### src/rtl/chr_row_fetcher.sv
// chr_row_fetcher: per-scanline text-mode sequencer.
// Fetches NUM_CHARS character codes from VRAM, turns each into one glyph row
// via the 64x8 char ROM (1-cycle synchronous read) and streams the rows out.
// Optional build macro SG4_EN: code[7]=1 selects SG4 semigraphics (no ROM read).
//
// Handshakes:
//   VRAM : o_vram_req is held with a stable o_vram_addr until a 1-cycle
//          i_vram_ack, which carries i_vram_data. Acks seen while o_vram_req
//          is low are ignored.
//   Pixel: o_pix_data/o_pix_color are valid while o_pix_valid is high and are
//          held stable until i_pix_ready is seen in the same cycle.
module chr_row_fetcher #(
   parameter int NUM_CHARS = 32,
   parameter int TOP_BLANK = 3
) (
   input  logic        i_clk,
   input  logic        i_reset,
   input  logic        i_line_start,
   input  logic [3:0]  i_cell_row,
   input  logic [15:0] i_vram_base,
   output logic        o_vram_req,
   output logic [15:0] o_vram_addr,
   input  logic        i_vram_ack,
   input  logic [7:0]  i_vram_data,
   output logic [9:0]  o_rom_addr,
   output logic        o_rom_cs,
   input  logic [7:0]  i_rom_dout,
   output logic [7:0]  o_pix_data,
   output logic [2:0]  o_pix_color,
   output logic        o_pix_valid,
   input  logic        i_pix_ready,
   output logic        o_busy,
   output logic [2:0]  o_dbg_state
);

   typedef enum logic [2:0] {
      S_IDLE = 3'd0,
      S_VREQ = 3'd1,
      S_ROMA = 3'd2,
      S_ROMW = 3'd3,
      S_PUSH = 3'd4
   } state_t;

   localparam logic [4:0] LP_BLANK_LO = 5'(TOP_BLANK);
   localparam logic [4:0] LP_BLANK_HI = 5'(TOP_BLANK + 7);
   localparam logic [5:0] LP_LAST_IDX = 6'(NUM_CHARS - 1);

   state_t      r_state;
   logic [3:0]  r_cell_row;
   logic [5:0]  r_idx;
   logic [6:0]  r_code;
   logic        r_is_sg;
   logic [7:0]  r_g;
   logic [2:0]  r_gc;
   logic        r_vram_req;
   logic [15:0] r_vram_addr;
   logic        r_rom_cs;
   logic [9:0]  r_rom_addr;
   logic [7:0]  r_pix_data;
   logic [2:0]  r_pix_color;
   logic        r_pix_valid;
   logic        r_busy;

   logic        w_sg_in;
   logic        w_blank;
   logic        w_top;
   logic [2:0]  w_glyph_row;
   logic [7:0]  w_g;
   logic [2:0]  w_gc;
   logic        w_out_free;
   logic        w_accept;

`ifdef SG4_EN
   assign w_sg_in = i_vram_data[7];
`else
   // code[7] has no meaning when semigraphics are not built in
   assign w_sg_in = i_vram_data[7] & 1'b0;
`endif

   assign w_blank     = ({1'b0, r_cell_row} < LP_BLANK_LO) || ({1'b0, r_cell_row} >= LP_BLANK_HI);
   assign w_top       = (r_cell_row < 4'd6);
   assign w_glyph_row = r_cell_row[2:0] - 3'(TOP_BLANK);
   assign w_accept    = r_pix_valid & i_pix_ready;
   assign w_out_free  = ~r_pix_valid | i_pix_ready;

   // Pixel byte formation from the ROM row or the SG4 quadrant bits
   always_comb begin
      w_g  = 8'h00;
      w_gc = 3'd0;
      if (r_is_sg) begin
         w_g  = w_top ? {{4{r_code[3]}}, {4{r_code[2]}}} : {{4{r_code[1]}}, {4{r_code[0]}}};
         w_gc = r_code[6:4];
      end else begin
         w_g = w_blank ? 8'h00 : i_rom_dout;
         if (r_code[6]) begin
            w_g = ~w_g;
         end
      end
   end

   // Sequencer FSM with registered outputs; line_start aborts and restarts from any state
   always_ff @(posedge i_clk) begin
      if (i_reset) begin
         r_state     <= S_IDLE;
         r_cell_row  <= 4'd0;
         r_idx       <= 6'd0;
         r_code      <= 7'd0;
         r_is_sg     <= 1'b0;
         r_g         <= 8'h00;
         r_gc        <= 3'd0;
         r_vram_req  <= 1'b0;
         r_vram_addr <= 16'h0000;
         r_rom_cs    <= 1'b0;
         r_rom_addr  <= 10'd0;
         r_pix_data  <= 8'h00;
         r_pix_color <= 3'd0;
         r_pix_valid <= 1'b0;
         r_busy      <= 1'b0;
      end else if (i_line_start) begin
         r_state     <= S_VREQ;
         r_cell_row  <= i_cell_row;
         r_vram_addr <= i_vram_base;
         r_idx       <= 6'd0;
         r_busy      <= 1'b1;
         r_pix_valid <= 1'b0;
         r_rom_cs    <= 1'b0;
         // An aborted request gets one cycle with req low so its late ack is ignored
         r_vram_req  <= ~r_vram_req;
      end else begin
         r_rom_cs <= 1'b0;
         if (w_accept) begin
            r_pix_valid <= 1'b0;
         end
         case (r_state)
            S_IDLE: begin
               if (w_accept) begin
                  r_busy <= 1'b0;
               end
            end
            S_VREQ: begin
               if (!r_vram_req) begin
                  r_vram_req <= 1'b1;
               end else if (i_vram_ack) begin
                  r_vram_req <= 1'b0;
                  r_code     <= i_vram_data[6:0];
                  r_is_sg    <= w_sg_in;
                  if (w_sg_in) begin
                     r_state <= S_ROMW;
                  end else begin
                     r_state    <= S_ROMA;
                     r_rom_cs   <= 1'b1;
                     r_rom_addr <= {1'b0, i_vram_data[5:0], w_glyph_row};
                  end
               end
            end
            S_ROMA: begin
               r_state <= S_ROMW;
            end
            S_ROMW: begin
               r_g     <= w_g;
               r_gc    <= w_gc;
               r_state <= S_PUSH;
            end
            S_PUSH: begin
               if (w_out_free) begin
                  r_pix_data  <= r_g;
                  r_pix_color <= r_gc;
                  r_pix_valid <= 1'b1;
                  if (r_idx == LP_LAST_IDX) begin
                     r_state <= S_IDLE;
                  end else begin
                     r_state     <= S_VREQ;
                     r_idx       <= r_idx + 6'd1;
                     r_vram_req  <= 1'b1;
                     r_vram_addr <= r_vram_addr + 16'd1;
                  end
               end
            end
            default: r_state <= S_IDLE;
         endcase
      end
   end

   assign o_vram_req  = r_vram_req;
   assign o_vram_addr = r_vram_addr;
   assign o_rom_cs    = r_rom_cs;
   assign o_rom_addr  = r_rom_addr;
   assign o_pix_data  = r_pix_data;
   assign o_pix_color = r_pix_color;
   assign o_pix_valid = r_pix_valid;
   assign o_busy      = r_busy;
   assign o_dbg_state = r_state;

endmodule
### config.mk
export PLATFORM = sky130hd
export DESIGN_NAME = chr_row_fetcher
export DESIGN_NICKNAME = d
export VERILOG_FILES = /design/src/rtl/chr_row_fetcher.sv
export SDC_FILE = /design/constraint.sdc
export NUM_CORES = 1
export LEC_CHECK = 0
export CORE_MARGIN = 3
export CORE_UTILIZATION = 49
export CTS_BUF_LIST = sky130_fd_sc_hd__clkbuf_2
export DETAILED_ROUTE_END_ITERATION = 6
export GPL_ROUTABILITY_DRIVEN = 0
export MAX_ROUTING_LAYER = met4
export PLACE_DENSITY = 0.91
export SYNTH_ARGS = -nofsm -noshare
export SYNTH_HDL_FRONTEND = slang
export SYNTH_SLANG_ARGS = --single-unit
### constraint.sdc
create_clock -name i_clk -period 2.2 [get_ports i_clk]
set_input_delay 0.44 -clock i_clk [delete_from_list [all_inputs] [get_ports i_clk]]
set_output_delay 0.44 -clock i_clk [all_outputs]
set_load 0.01 [all_outputs]
==> flow_metrics.env, run 1 <==
export IMPL_outcome="finished, final reports clean"
export IMPL_cp_slowest_cell="clkdlybuf4s50_1"
export IMPL_cap_violations=0
export IMPL_synthCells=321
export IMPL_finalCriticalPeriod_ps=2108
export IMPL_fin_crit_sh=0.9580
export IMPL_rsz0062_at_grt="false"
export IMPL_dr_pass1_iters=4
export IMPL_die_area_um2=6848
export IMPL_seqPwrFrac=0.588
export IMPL_min_to="o_rom_addr[1]"
export IMPL_skew_ps=24.45
export IMPL_htreeDepth=3
export IMPL_synth_flop_cell="dfxtp_1"
export IMPL_utilization=0.6854
export IMPL_cts_root_buf="clkbuf_2"
export IMPL_drc=0
export IMPL_grt_max_degree=23
export IMPL_num_vias=2716
export IMPL_cp_num_buf_inv=1
export IMPL_routed_via_density=5.658
export IMPL_cp_end_kind="primary output"
export IMPL_p_int_mw=1.413
export IMPL_arrival_ps=1670
export IMPL_hp_class="reg2reg"
export IMPL_critPathRequiredTime_ps=1760
export IMPL_r2r_start="r_idx[0]"
export IMPL_crit_type="reg2out"
export IMPL_antenna_cells=0
export IMPL_die_x_um=82.75
export IMPL_combPwrFrac=0.149
export IMPL_worstReg2RegEnd="o_vram_addr[4]"
export IMPL_fmax_ghz=0.4745
export IMPL_post_cts_setup_buffers=0
export IMPL_rrSetupSlack_ps=200
export IMPL_peakVddDrop_mv=0.3865
export IMPL_slew_headroom=0.5887
export IMPL_dp_hpwl_um=5409
export IMPL_holdPathStages=2
export IMPL_crit_chain="clkdlybuf4s50_1"
export IMPL_clkPwrFrac=0.263
export IMPL_die_h_um=82.75
export IMPL_start_util=0.5147
export IMPL_ys_ff_latch=59
export IMPL_cts_inserted_buffers=9
export IMPL_drive_gt1_frac=0.1078
export IMPL_fin_setup_tns_ps=0
export IMPL_syn_to_final_growth_pct=33.16
export IMPL_power_leakage_nw=1.435
export IMPL_cp_start_kind="flop"
export IMPL_numPortBuffers=79
export IMPL_rr_worst_depth=5
export IMPL_synth_edf_count=0
export IMPL_grt_pass1_vias=2678
export IMPL_power_switching_mw=0.5285
export IMPL_clock_sinks=59
export IMPL_drt_wl_total_um=7161
export IMPL_cts_tree="yes"
export IMPL_tightestPinTransition_ps=614.7
export IMPL_final_nets=449
export IMPL_synthArstFlopShare=0
export IMPL_grt_pass1_wl_um=11720
export IMPL_synth_yosys_seq_area_share=0.4092
export IMPL_synth_area_per_cell_um2=8.992
export IMPL_final_hold_violation_count=0
export IMPL_hp_start="o_rom_addr[1]"
export IMPL_synth_warnings=0
export IMPL_drv_slew=0
export IMPL_p_per_area_nw_per_um2=505.2
export IMPL_boundaryPins=85
export IMPL_overflow=0
export IMPL_setup_violations=0
export IMPL_synth_top_cell_area_share=0.4092
export IMPL_final_cell_mix="clkdlybuf4s50_1 (79), dfxtp_1 (58), nor2_1 (48), mux2i_1 (21), buf_4 (20)"
export IMPL_antenna_found_initial=0
export IMPL_dr_first_iter_drc_count=137
export IMPL_synth_cell_types=48
export IMPL_switching_share=0.2722
export IMPL_clock_latency_ps=480
export IMPL_grt_usage=0.2315
export IMPL_yosys_top_cells_area="dfxtp_1 (41%), mux2i_1 (7.3%), nor2_1 (6.2%)"
export IMPL_rows=27
export IMPL_drtAntennaViolNets=0
export IMPL_fp_coreArea_um2=5608
export IMPL_crit_fanout=11
export IMPL_mostFrequentLayoutCell="clkdlybuf4s50_1"
export IMPL_clk_pin_slew_ps=140
export IMPL_wire_per_inst_um=14.92
export IMPL_slowest_delay_ps=630
export IMPL_syn_cell_area_um2=2887
export IMPL_cp_top_family="buffers and inverters"
export IMPL_yosysTopAreaCell="dfxtp_1"
export IMPL_cts_max_path_buffers=2
export IMPL_n_fill_cell=469
power groups by stage:
| stage | clock network (mW) | logic (mW) | registers, mW |
|---|---|---|---|
| CTS | 0.531 | 0.290 | 1.14 |
| global placement | 0 | 0.280 | 1.16 |
| global route | 0.574 | 0.314 | 1.15 |
| finish | 0.511 | 0.288 | 1.14 |
| floorplan | 0 | 0.131 | 1.16 |
| detailed placement | 0 | 0.288 | 1.16 |
state kept, by name (all words and copies together), names as in the netlist:
| register | cells |
|---|---|
| o_pix_valid | 1 |
| r_cell_row | 4 |
| o_dbg_state | 3 |
| r_g | 8 |
| o_busy | 1 |
| o_vram_req | 1 |
| o_rom_addr | 3 |
| o_pix_data | 8 |
| r_code | 7 |
| r_idx | 6 |
| o_rom_cs | 1 |
| o_vram_addr | 16 |
Yosys cell counts (2+ instances only):
cell	number
nand3_1	16
or3b_2	2
or4_1	5
xnor2_1	3
clkbuf_1	9
nand2_1	17
and4_1	2
o2111ai_1	2
a21oi_1	10
buf_1	6
nand2b_1	3
nor2_1	48
ha_1	4
buf_4	10
xor2_1	9
nand4_1	3
o21ai_0	9
o31ai_1	7
dfxtp_1	59
mux2i_1	21
and2_1	2
a311oi_1	12
inv_1	6
nor2b_1	2
nand3b_1	3
o2111a_1	2
a211oi_1	11
or3_1	10
and3_1	4
a2111oi_0	2
buf_6	3
buf_2	3
layout make-up:
class	count	area, um2	share of cell area
clock buffers	11	55.05	0.01432
clock inverters	4	18.77	0.004883
inverters	6	22.52	0.005859
multi-input cells	228	1514	0.3939
flip-flops and latches	59	1182	0.3076
well taps	72	90.09	0.02344
repair buffers	100	960.9	0.2500
stage by stage:
step                      worst slack [ps]  std cells  hold WS, ps  cell area (um2)  total power, mW
final                                92.47        480        474.3             3844            1.942
after global routing                 2.695        480        488.2             3844            2.037
after CTS                            43.16        480        476.1             3842            1.962
after detailed placement            -94.54        465        457.1             3769            1.452
after global placement              -14.19        465        441.4             3769            1.442
after floorplan                      441.7        324        464.5             2898            1.295
repair_timing:
| item | 4_1_cts | 5_1_grt |
|---|---|---|
| endpoints found under the setup margin | 0 | 1 |
| hold buffers | 0 | 0 |
| resized for setup | 0 | 1 |
cells by family (layout without fill, tap and decap cells):
logic type               Yosys count  after routing  synth area share
adder cells (fa/ha/maj)            4              4           0.01734
AND/OR/NAND/NOR                  126            126            0.2345
AO/OA/AOI/OAI                     61             61            0.1582
flip-flops                        59             59            0.4092
other                              1              4          0.001299
buffers and inverters             37            121           0.07022
multiplexers                      21             21           0.07282
XOR/XNOR                          12             12           0.03641
how the worst max path moves through the flow:
| stage | from | end | cells after the start |
|---|---|---|---|
| 2_1_floorplan | o_dbg_state[2] | o_vram_addr[10] | 5 |
| 4_1_cts | o_dbg_state[0] | o_dbg_state[0] | 1 |
| 3_3_place_gp | i_pix_ready | o_vram_addr[12] | 5 |
| 5_1_grt | o_dbg_state[1] | o_dbg_state[1] | 1 |
| 3_5_place_dp | i_pix_ready | o_vram_addr[13] | 6 |
| 6_report | o_dbg_state[1] | o_dbg_state[1] | 1 |
per-layer routing:
metal | up-vias | share of wire | track usage
li1 | 1322 | - | -
met1 | 1281 | 0.40 | 0.2510
met3 | 16 | 0.065 | 0.08134
met5 | - | 0 | -
met2 | 97 | 0.51 | 0.3854
met4 | 0 | 0.020 | 0.09641
Note: power is estimated with default switching activity, not from simulation.
==> run 2: changes to the inputs <==
--- a/config.mk
+++ b/config.mk
@@ -15,3 +15,4 @@
 export SYNTH_ARGS = -nofsm -noshare
 export SYNTH_HDL_FRONTEND = slang
 export SYNTH_SLANG_ARGS = --single-unit
+export TNS_END_PERCENT = 10
==> results of run 2 <==
No change in the layout: final DEF, timing and power equal those of run 1.
